[src/rtl/fpu_issue_queue_if.sv]
// Issue-side and dispatch-side bundle between the integer core, the FPU issue queue and rvfpm.
interface fpu_issue_queue_if #(
    parameter int X_ID_WIDTH = 4,
    parameter int XLEN       = 32
);
    logic                  issue_valid;
    logic                  issue_ready;
    logic [31:0]           issue_instr;
    logic [X_ID_WIDTH-1:0] issue_id;
    logic [XLEN-1:0]       issue_rs1;
    logic                  issue_accept;

    logic                  fpu_stall;
    logic                  fpu_enable;
    logic [31:0]           fpu_instruction;
    logic [X_ID_WIDTH-1:0] fpu_id;
    logic [XLEN-1:0]       fpu_data_fromXReg;

    // master: core + rvfpm side; slave: the issue queue
    modport master (
        output issue_valid, issue_instr, issue_id, issue_rs1, fpu_stall,
        input  issue_ready, issue_accept, fpu_enable, fpu_instruction, fpu_id, fpu_data_fromXReg
    );

    modport slave (
        input  issue_valid, issue_instr, issue_id, issue_rs1, fpu_stall,
        output issue_ready, issue_accept, fpu_enable, fpu_instruction, fpu_id, fpu_data_fromXReg
    );
endinterface

[src/rtl/fpu_issue_queue.sv]
// RV32F issue queue in front of rvfpm; decodes and rejects non-F instructions, buffers the rest.
// Latency: one edge from accept to fpu_enable (no bypass); stalls hold the FIFO, full drops issue_ready.
module fpu_issue_queue #(
    parameter int DEPTH      = 4,
    parameter int X_ID_WIDTH = 4,
    parameter int XLEN       = 32
) (
    input  logic                   ck,
    input  logic                   rst,
    fpu_issue_queue_if.slave       bus,
    input  logic                   flush,
    output logic [$clog2(DEPTH):0] count,
    output logic [7:0]             reject_count
);
    localparam int PW = $clog2(DEPTH);

    typedef struct packed {
        logic [31:0]           instr;
        logic [X_ID_WIDTH-1:0] id;
        logic [XLEN-1:0]       rs1;
    } entry_t;

    entry_t          mem [DEPTH];
    entry_t          head;
    logic [PW-1:0]   wrPtr;
    logic [PW-1:0]   rdPtr;
    logic [6:0]      opcode;
    logic [2:0]      funct3;
    logic [1:0]      fmt;
    logic            decodeOk;
    logic            handshake;
    logic            push;
    logic            reject;
    logic            pop;

    // Single-precision only: width field for loads/stores, fmt field for arithmetic
    always_comb begin
        opcode   = bus.issue_instr[6:0];
        funct3   = bus.issue_instr[14:12];
        fmt      = bus.issue_instr[26:25];
        decodeOk = 1'b0;
        case (opcode)
            7'b0000111, 7'b0100111:                          decodeOk = (funct3 == 3'b010);
            7'b1010011, 7'b1000011, 7'b1000111,
            7'b1001011, 7'b1001111:                          decodeOk = (fmt == 2'b00);
            default:                                         decodeOk = 1'b0;
        endcase
    end

    assign bus.issue_accept = decodeOk;
    assign bus.issue_ready  = (count < (PW+1)'(DEPTH)) && !flush && !rst;
    assign handshake        = bus.issue_valid && bus.issue_ready;
    assign push             = handshake && decodeOk;
    assign reject           = handshake && !decodeOk;
    assign pop              = (count != '0) && !bus.fpu_stall && !flush;
    assign head             = mem[rdPtr];

    always_ff @(posedge ck) begin
        if (push) begin
            mem[wrPtr] <= '{instr: bus.issue_instr, id: bus.issue_id, rs1: bus.issue_rs1};
        end
    end

    always_ff @(posedge ck) begin
        if (rst) begin
            count                 <= '0;
            wrPtr                 <= '0;
            rdPtr                 <= '0;
            reject_count          <= '0;
            bus.fpu_enable        <= 1'b0;
            bus.fpu_instruction   <= '0;
            bus.fpu_id            <= '0;
            bus.fpu_data_fromXReg <= '0;
        end else if (flush) begin
            count          <= '0;
            wrPtr          <= '0;
            rdPtr          <= '0;
            bus.fpu_enable <= 1'b0;
        end else begin
            if (push) begin
                wrPtr <= wrPtr + PW'(1);
            end
            if (pop) begin
                bus.fpu_enable        <= 1'b1;
                bus.fpu_instruction   <= head.instr;
                bus.fpu_id            <= head.id;
                bus.fpu_data_fromXReg <= head.rs1;
                rdPtr                 <= rdPtr + PW'(1);
            end else begin
                bus.fpu_enable <= 1'b0;
            end
            case ({push, pop})
                2'b10:   count <= count + (PW+1)'(1);
                2'b01:   count <= count - (PW+1)'(1);
                default: count <= count;
            endcase
            if (reject && (reject_count != 8'hFF)) begin
                reject_count <= reject_count + 8'd1;
            end
        end
    end
endmodule

[src/flat_wrapper.sv]
// flat-port wrapper written by rule: the top's interface ports become plain ports
module fpu_issue_queue_flat 
#(
    parameter int DEPTH      = 4,
    parameter int X_ID_WIDTH = 4,
    parameter int XLEN       = 32
)
  (ck, rst, flush, count, reject_count, bus_issue_valid, bus_issue_instr, bus_issue_id, bus_issue_rs1, bus_fpu_stall, bus_issue_ready, bus_issue_accept, bus_fpu_enable, bus_fpu_instruction, bus_fpu_id, bus_fpu_data_fromXReg);
  fpu_issue_queue_if #(.X_ID_WIDTH(X_ID_WIDTH), .XLEN(XLEN)) bus_i ();
  input  logic ck;
  input  logic rst;
  input  logic flush;
  output logic [$clog2(DEPTH):0] count;
  output logic [7:0] reject_count;
  input wire logic [$bits(bus_i.issue_valid)-1:0] bus_issue_valid;
  input wire logic [$bits(bus_i.issue_instr)-1:0] bus_issue_instr;
  input wire logic [$bits(bus_i.issue_id)-1:0] bus_issue_id;
  input wire logic [$bits(bus_i.issue_rs1)-1:0] bus_issue_rs1;
  input wire logic [$bits(bus_i.fpu_stall)-1:0] bus_fpu_stall;
  output wire logic [$bits(bus_i.issue_ready)-1:0] bus_issue_ready;
  output wire logic [$bits(bus_i.issue_accept)-1:0] bus_issue_accept;
  output wire logic [$bits(bus_i.fpu_enable)-1:0] bus_fpu_enable;
  output wire logic [$bits(bus_i.fpu_instruction)-1:0] bus_fpu_instruction;
  output wire logic [$bits(bus_i.fpu_id)-1:0] bus_fpu_id;
  output wire logic [$bits(bus_i.fpu_data_fromXReg)-1:0] bus_fpu_data_fromXReg;
  assign bus_i.issue_valid = bus_issue_valid;
  assign bus_i.issue_instr = bus_issue_instr;
  assign bus_i.issue_id = bus_issue_id;
  assign bus_i.issue_rs1 = bus_issue_rs1;
  assign bus_i.fpu_stall = bus_fpu_stall;
  assign bus_issue_ready = bus_i.issue_ready;
  assign bus_issue_accept = bus_i.issue_accept;
  assign bus_fpu_enable = bus_i.fpu_enable;
  assign bus_fpu_instruction = bus_i.fpu_instruction;
  assign bus_fpu_id = bus_i.fpu_id;
  assign bus_fpu_data_fromXReg = bus_i.fpu_data_fromXReg;
  fpu_issue_queue #(.DEPTH(DEPTH), .X_ID_WIDTH(X_ID_WIDTH), .XLEN(XLEN)) u_core (.ck(ck), .rst(rst), .bus(bus_i), .flush(flush), .count(count), .reject_count(reject_count));
endmodule
[config.mk]
export PLATFORM = sky130hd
export DESIGN_NAME = fpu_issue_queue_flat
export DESIGN_NICKNAME = d
export VERILOG_FILES = /design/src/rtl/fpu_issue_queue_if.sv /design/src/rtl/fpu_issue_queue.sv /design/src/flat_wrapper.sv
export SDC_FILE = /design/constraint.sdc
export NUM_CORES = 1
export LEC_CHECK = 0
export CAP_MARGIN = 5
export CORE_MARGIN = 2
export CORE_UTILIZATION = 55
export DETAILED_ROUTE_END_ITERATION = 6
export HOLD_SLACK_MARGIN = 0.03
export PLACE_DENSITY = 0.79
export SLEW_MARGIN = 40
export SYNTH_ARGS = -nofsm -noshare
export SYNTH_HDL_FRONTEND = slang
export SYNTH_SLANG_ARGS = --single-unit
[constraint.sdc]
create_clock -name ck -period 5.18 [get_ports ck]
set_clock_uncertainty 0.15 [all_clocks]
set_input_delay 1.036 -clock ck [delete_from_list [all_inputs] [get_ports ck]]
set_output_delay 1.036 -clock ck [all_outputs]
set_load 0.1 [all_outputs]
==> out/results.md, run 1 <==
| Parameter | Value |
| --- | --- |
| Unrepaired setup endpoints after global routing | no |
| Async SR Flop Fraction | 0 |
| Htree depth | 2 |
| Worst setup SP type | primary input |
| Root buffer selected by CTS | clkbuf_16 |
| Full die area | 24800 µm² |
| Worst hold path type | flop to flop |
| Syn Nets | 832 |
| CP cell instances | clkdlybuf4s50_1 -> nor4b_1 -> a21oi_1 -> nor3_1 -> buf_4 -> buf_12 |
| Clock slew at the register clock pins of the worst setup and hold paths | 60 ps |
| Resize count post-CTS | 0 |
| Max-slew violation total from the final report | 0 |
| Required time of the critical path | 3990 ps |
| Number of max-capacitance violations reported | 0 |
| Status | completed |
| DRC Markers | 0 |
| Number of hold-slack violations in the final timing report | 0 |
| Compound-Gate Fraction of Synth Area | 0.03516 |
| Most area-hungry cell type in the Yosys netlist | edfxtp_1 |
| Post-synthesis sequential element count | 356 |
| Worst reg-to-reg path cell count | 4 |
| I/O pin total | 155 |
| Synth cell count leaders | 272 x edfxtp_1, 140 x nand2_1, 84 x dfxtp_1 |
| Syn Inst Count | 752 |
| # setup viols final | 0 |
| Arrival time of the worst setup path | 2930 ps |
| Worst path max stage delay | 540 ps |
| CTS max path bufs | 3 |
| WHS Path Cells | 2 |
| Overall Global Routing Usage | 0.2102 |
| Worst setup timing slack at the placement stage | 714.6 ps |
| Combinational family with the most area after synthesis | multiplexers |
| Top-count cell post-synth | edfxtp_1 |
| Count of antenna-violating nets left after detailed routing | 0 |
| Share of post-route cells with drive strength above 1 | 0.2463 |
| Overflow left after global routing | 0 |
| Inserted Clock Buffers | 36 |
| Cts hold-fix bufs | 0 |
| Cell leakage power | 5.198 nW |
| R2r startpoint | u_core.count[2] |
| Unique masters post-synth | 34 |
| Peak fanout along the critical path | 7 |
| Mean instance size in the synthesized netlist | 17.23 µm² |
| Worst-case register-to-register setup slack | 2330 ps |
| Endpoint with the worst hold slack | u_core.bus.fpu_data_fromXReg[22] |
| Hold Crit Start | u_core.bus.fpu_data_fromXReg[22] |
| Summed negative setup slack over all endpoints | 0 ps |
| Iter 0 DRT Violations | 571 |
| Clock sink count | 356 |
| Total placed cells including tap cells | 1200 |
| Gate family responsible for the most delay along the worst path | buffers and inverters |
| Post-detailed-routing wire length | 25630 µm |
| Placed wire-length estimate after detailed placement | 15140 µm |
| Maximum vdd drop | 331.0 µV |
| Period Utilization, post-route | 0.7948 |
| Dominant register cell in the synthesized netlist | edfxtp_1 |
| Global-route wire length before repair | 39250 µm |
| Transition time at the pin with the least slew margin | 780.1 ps |
| Filler-free cell count of the finished design | 1266 |
| Router iterations before antenna repair | 5 |
| Number of vias per cell | 5.533 |
| Clock tree from TritonCTS | built |
| Routed wirelength normalized by instance count | 20.25 µm |
| Height of the die | 157.5 µm |
| Number of buffers and inverters on the critical path | 3 |
| Final weighted congestion in routability-driven placement | 0.7377 |
| Number of rows created at floorplan | 56 |
| Final setup margin | 1063 ps |
| Cell types occupying the most area after synthesis | edfxtp_1 63%, dfxtp_1 13%, mux4_2 12% |
| Adder-Cell Fraction of Synth Area | 0.007341 |
| Post-Synth XOR/XNOR Area | 0.004057 |
| Cell with the largest stage delay on the worst path | clkdlybuf4s50_1 |
| Time the final worst path needs with I/O delays and setup | 4117 ps |
| Post-synth top area share | 0.6305 |
| Clock Latency Late Sink | 510 ps |
| Share of synthesized area occupied by flip-flops and latches | 0.7604 |
| Proportion of synthesized area in mux cells | 0.1205 |
| Max Clk Rate | 242.9 MHz |
| Remaining max-slew budget at the tightest pin | 0.4799 |
| Number of antenna violations at the first check in global routing | 2 |
| Post-CTS Setup Repair Bufs | 0 |
| Post-synth EDFFs | 272 |
| Die X-Extent | 157.5 µm |
| Core outline area | 23260 µm² |
| Reg-to-reg critical path endpoint | u_core.mem[0][17] |
| Count of input and output buffers | 154 |
| Layout-stage area growth over the synthesis result | 21.62% |
| Critical path capture point type | output pin |
| Via count | 7005 |
| Initial core utilization | 0.5569 |
| Cell area after technology mapping | 12950 µm² |
| Total of warnings raised by yosys | 0 |
| Via count of the first global-routing pass | 7060 |
| Overall Power | 5.728 mW |
| Count of nets after finishing | 999 |
| Simple-gate area share of the yosys netlist | 0.05728 |
| Largest net degree at the start of global routing | 79 |
| Critical Setup Path Class | primary input to output pin |
| Pwr dens | 363.6 nW/µm² |
cell type report:
type / count / area (µm²)
Tap cell: 319 / 399.1
Clock buffer: 49 / 1001
Fill cell: 1586 / 7508
Antenna cell: 1 / 2.502
Clock inverter: 16 / 165.2
Inverter: 9 / 33.78
Timing Repair Buffer: 170 / 1374
Sequential cell: 356 / 9857
Multi-Input combinational cell: 346 / 2922
through the flow:
stage | cell area, µm² | hold WS, ps | util
after global routing | 15750 | 327.0 | 0.6772
after CTS | 15740 | 302.7 | 0.6768
final | 15750 | 300.2 | 0.6772
after detailed placement | 14580 | 294.7 | 0.6267
after floorplan | 12950 | 363.6 | -
after global placement | 14900 | 292.4 | 0.6404
registers in the layout, indices dropped and copies added (netlist names):
register,count
u_core.mem,272
u_core.bus.fpu_id,4
u_core.reject_count,8
u_core.count,3
u_core.rdPtr,2
u_core.bus.fpu_data_fromXReg,32
u_core.bus.fpu_instruction,32
u_core.bus.fpu_enable,1
u_core.wrPtr,2
worst register-to-register path: stages (launching register included):
cell and delay (ps):
dfxtp_1 360, or4b_4 580, nor4_2 570, and2_4 570
buf_12 290
cells in the final DEF (no fill, tap or decap), drive strengths merged, types with 2 or more instances in the layout:
cell type / Yosys / layout
edfxtp: 272 / 272
nand2: 140 / 140
buf: 10 / 99
dfxtp: 84 / 84
a21oi: 75 / 75
clkdlybuf4s50: 0 / 71
mux4: 68 / 68
clkbuf: 31 / 49
nor2: 12 / 12
inv: 9 / 11
clkinv: 0 / 10
ha: 6 / 6
or3: 6 / 6
o21ai: 5 / 5
and2: 4 / 4
xor2: 4 / 4
mux2i: 3 / 3
nand3: 3 / 3
bufinv: 0 / 3
nor3: 2 / 2
nor4b: 2 / 2
and3: 2 / 2
xnor2: 2 / 2
per-layer routing:
layer	wire length, µm	up-vias	share of wire	global-route usage
met2	12990	221	0.51	0.3525
met1	10570	3543	0.41	0.2873
met3	1439	47	0.056	0.03579
met4	623	2	0.024	0.06104
met5	13	-	0.00051	0
li1	-	3192	-	-
logic make-up (layout without fill, tap and decap cells):
kind of cell             count (synthesis)  count (layout)
buffers and inverters                   50             244
adder cells (fa/ha/maj)                  7               7
AND/OR/NAND/NOR                        177             177
other                                    0               1
XOR/XNOR                                 6               6
AO/OA/AOI/OAI                           85              85
flip-flops                             356             356
multiplexers                            71              71
report_power, final:
group / switching, mW / internal [mW] / leakage, nW
clock: 1.04 / 1.51 / 0.572
sequential: 0.00116 / 3.07 / 3.12
combinational: 0.0601 / 0.0539 / 1.50
worst max-delay path by stage:
stage	slack, ps	start	cells after the start	to
2_1_floorplan	300	bus_issue_instr[6]	3	bus_issue_accept
3_3_place_gp	770	bus_issue_instr[6]	6	u_core.mem[0][16]
3_5_place_dp	710	bus_issue_instr[6]	6	u_core.mem[0][54]
4_1_cts	1070	bus_issue_instr[6]	6	bus_issue_accept
5_1_grt	960	bus_issue_instr[6]	6	bus_issue_accept
6_report	1060	bus_issue_instr[6]	6	bus_issue_accept
(Power assumes the default switching activity.)
==> run 2: changes to the inputs <==
CORE_UTILIZATION = 50   (was 55)
PLACE_DENSITY = 0.76   (was 0.79)
clock period = 3.3 ns   (was 5.18 ns; I/O delays follow)
==> run 2 against run 1 <==
Compared with the run above:
- register-to-register slack worse by 1400 ps
- final cell count grew 2.3%
- combinational power up 70%
- sequential power is 57% higher
- total power grew 57%
- setup slack got worse by 950 ps
- die area is 9.7% higher
- critical endpoint unchanged
- highest routed layer unchanged
==> out/results.md, run 2 (synthesis gave the netlist of run 1 again) <==
| Parameter | Value | Change |
| --- | --- | --- |
| Status | completed |  |
| Reg-to-reg critical path endpoint | u_core.count[2] |  |
| Overall Global Routing Usage | 0.1985 | -0.01167 |
| Iter 0 DRT Violations | 548 | -4.0% |
| Arrival time of the worst setup path | 2380 ps | -550 ps |
| Filler Cells Inserted | 1730 | +9.1% |
| Clock sink count | 356 | unchanged |
| Largest net degree at the start of global routing | 77 | -2.5% |
| Time the final worst path needs with I/O delays and setup | 3188 ps |  |
| Count of input and output buffers | 154 | unchanged |
| Period Utilization, post-route | 0.9660 |  |
| Clock tree from TritonCTS | built |  |
| Endpoint with the worst hold slack | u_core.bus.fpu_instruction[4] |  |
| Worst hold path type | flop to flop |  |
| Worst setup timing slack at the placement stage | -89.38 ps | -803.9 ps |
| Initial core utilization | 0.5115 | -0.04539 |
| Share of post-route cells with drive strength above 1 | 0.2663 | +0.02002 |
| Final weighted congestion in routability-driven placement | 0.7401 | +0.33% |
| Unrepaired setup endpoints after global routing | no |  |
| Htree depth | 2 | unchanged |
| Global-route wire length before repair | 40500 µm | +3.2% |
| CTS max path bufs | 3 | unchanged |
| Inserted Clock Buffers | 36 | unchanged |
| Post-detailed-routing wire length | 26260 µm | +2.4% |
| Max Clk Rate | 313.7 MHz |  |
| Met2 WL | 13320 µm | +2.6% |
| Clock slew at the register clock pins of the worst setup and hold paths | 50 ps | about the same |
| Registers with the most flip-flops | u_core.mem x272, u_core.bus.fpu_data_fromXReg x32, u_core.bus.fpu_instruction x32 |  |
| Count of nets after finishing | 1017 | +1.8% |
| Tightest hold margin | 305.4 ps | +5.181 ps |
| Register bank with the most flops | u_core.mem |  |
| Number of vias per cell | 5.479 | -0.98% |
| Transition time at the pin with the least slew margin | 799.3 ps | +19.11 ps |
| Most used cells in the layout excluding fill and tap cells | 272 x edfxtp_1, 140 x nand2_1, 98 x buf_4 |  |
| Routed wirelength normalized by instance count | 20.28 µm | +0.14% |
| Cell leakage power | 5.317 nW | +2.3% |
| Commonest non-fill, non-tap cell in the layout | edfxtp_1 |  |
| I/O pin total | 155 | unchanged |
| Overflow left after global routing | 0 | unchanged |
| Maximum vdd drop | 371.7 µV | +12% |
| Summed negative setup slack over all endpoints | 0 ps | unchanged |
| Hold Crit Start | u_core.bus.fpu_instruction[4] |  |
| Number of rows created at floorplan | 58 | +3.6% |
| Critical path capture point type | output pin |  |
| Core outline area | 25330 µm² | +8.9% |
| Via count of the first global-routing pass | 7308 | +3.5% |
| Uppermost metal layer occupied by signal nets | met5 |  |
| Number of max-capacitance violations reported | 0 | unchanged |
| Full die area | 27210 µm² | +9.7% |
| Antenna diodes | 0 | -1 |
| Root buffer selected by CTS | clkbuf_16 |  |
| Remaining max-slew budget at the tightest pin | 0.4672 | -0.01274 |
| Worst reg-to-reg path cell count | 9 | +5 |
| Final setup margin | 112.3 ps | -950.6 ps |
| Max-slew violation total from the final report | 0 | unchanged |
| Peak fanout along the critical path | 5 | -2 |
| Required time of the critical path | 2490 ps | -1500 ps |
| Via count | 7095 | +1.3% |
| Post-CTS Setup Repair Bufs | 0 | unchanged |
| Die X-Extent | 165.0 µm | +4.8% |
| Height of the die | 165.0 µm | +4.8% |
| Count of antenna-violating nets left after detailed routing | 0 | unchanged |
| Clock Latency Late Sink | 520 ps | about the same |
| Placed wire-length estimate after detailed placement | 16190 µm | +6.9% |
| Pwr dens | 554.9 nW/µm² | +53% |
| Layout-stage area growth over the synthesis result | 25.33% |  |
| Number of antenna violations at the first check in global routing | 1 | -1 |
| Critical Setup Path Class | primary input to output pin |  |
| Total length of routed met3 wires | 1659 µm | +15% |
| Worst setup SP type | primary input |  |
| Number of hold-slack violations in the final timing report | 0 | unchanged |
| Met1 Wirelength | 10740 µm | +1.6% |
| # setup viols final | 0 | unchanged |
| R2r startpoint | u_core.count[2] |  |
| Overall Power | 9.008 mW | +57% |
| Max reg flops | 272 | unchanged |
| WHS Path Cells | 2 | unchanged |
| Cts hold-fix bufs | 0 | unchanged |
| DRC Markers | 0 | unchanged |
| Router iterations before antenna repair | 4 | -1 |
| Worst-case register-to-register setup slack | 910 ps | -1420 ps |
| Final standard cell utilization of the core | 0.6410 | -0.03623 |
| Resize count post-CTS | 0 | unchanged |
run 2: cell types whose count changed in the layout (fill, tap and decap cells not counted), sizes merged:
| cell | before | now |
|---|---|---|
| diode | 1 | 0 |
| clkbuf | 49 | 57 |
| buf | 99 | 117 |
| bufinv | 3 | 1 |
| clkinv | 10 | 8 |
| inv | 11 | 9 |
| clkinvlp | 1 | 0 |
run 2: per-layer routing:
metal,vias up,GRT usage
met1,3587,0.2604
met5,-,0
met3,44,0.03968
li1,3240,-
met4,2,0.05296
met2,222,0.3418
run 2: stage by stage:
stage / cell area (µm²) / std cells
6_report: 16230 / 1295
3_5_place_dp: 15040 / 1229
2_1_floorplan: 12970 / 752
3_3_place_gp: 15040 / 1229
5_1_grt: 16230 / 1295
4_1_cts: 16220 / 1295
run 2: area by class of cell:
class	count	area, µm²	area share
clock buffers	57	1104	0.06798
clock inverters	9	81.33	0.005010
repair buffers	188	1809	0.1114
inverters	9	33.78	0.002081
well taps	330	412.9	0.02543
flip-flops and latches	356	9861	0.6074
multi-input cells	346	2933	0.1807
run 2: worst max-delay path by stage:
stage	startpoint	endpoint
global route	bus_issue_instr[13]	bus_issue_accept
CTS	bus_issue_instr[13]	bus_issue_accept
finish	bus_issue_instr[13]	bus_issue_accept
global placement	bus_issue_instr[13]	u_core.count[2]
floorplan	rst	bus_issue_ready
detailed placement	bus_issue_instr[13]	u_core.count[2]
run 2: worst max-delay path, cell delays in order:
cell and delay (ps):
clkdlybuf4s50_1 540, nor4b_2 230, buf_4 180, a21oi_1 100, buf_4 180, nor3_2 160, buf_4 170, buf_12 170
run 2: power by group:
part	switching (mW)	internal, mW
clock network	1.62	2.38
logic	0.100	0.0936
registers	0.00186	4.81
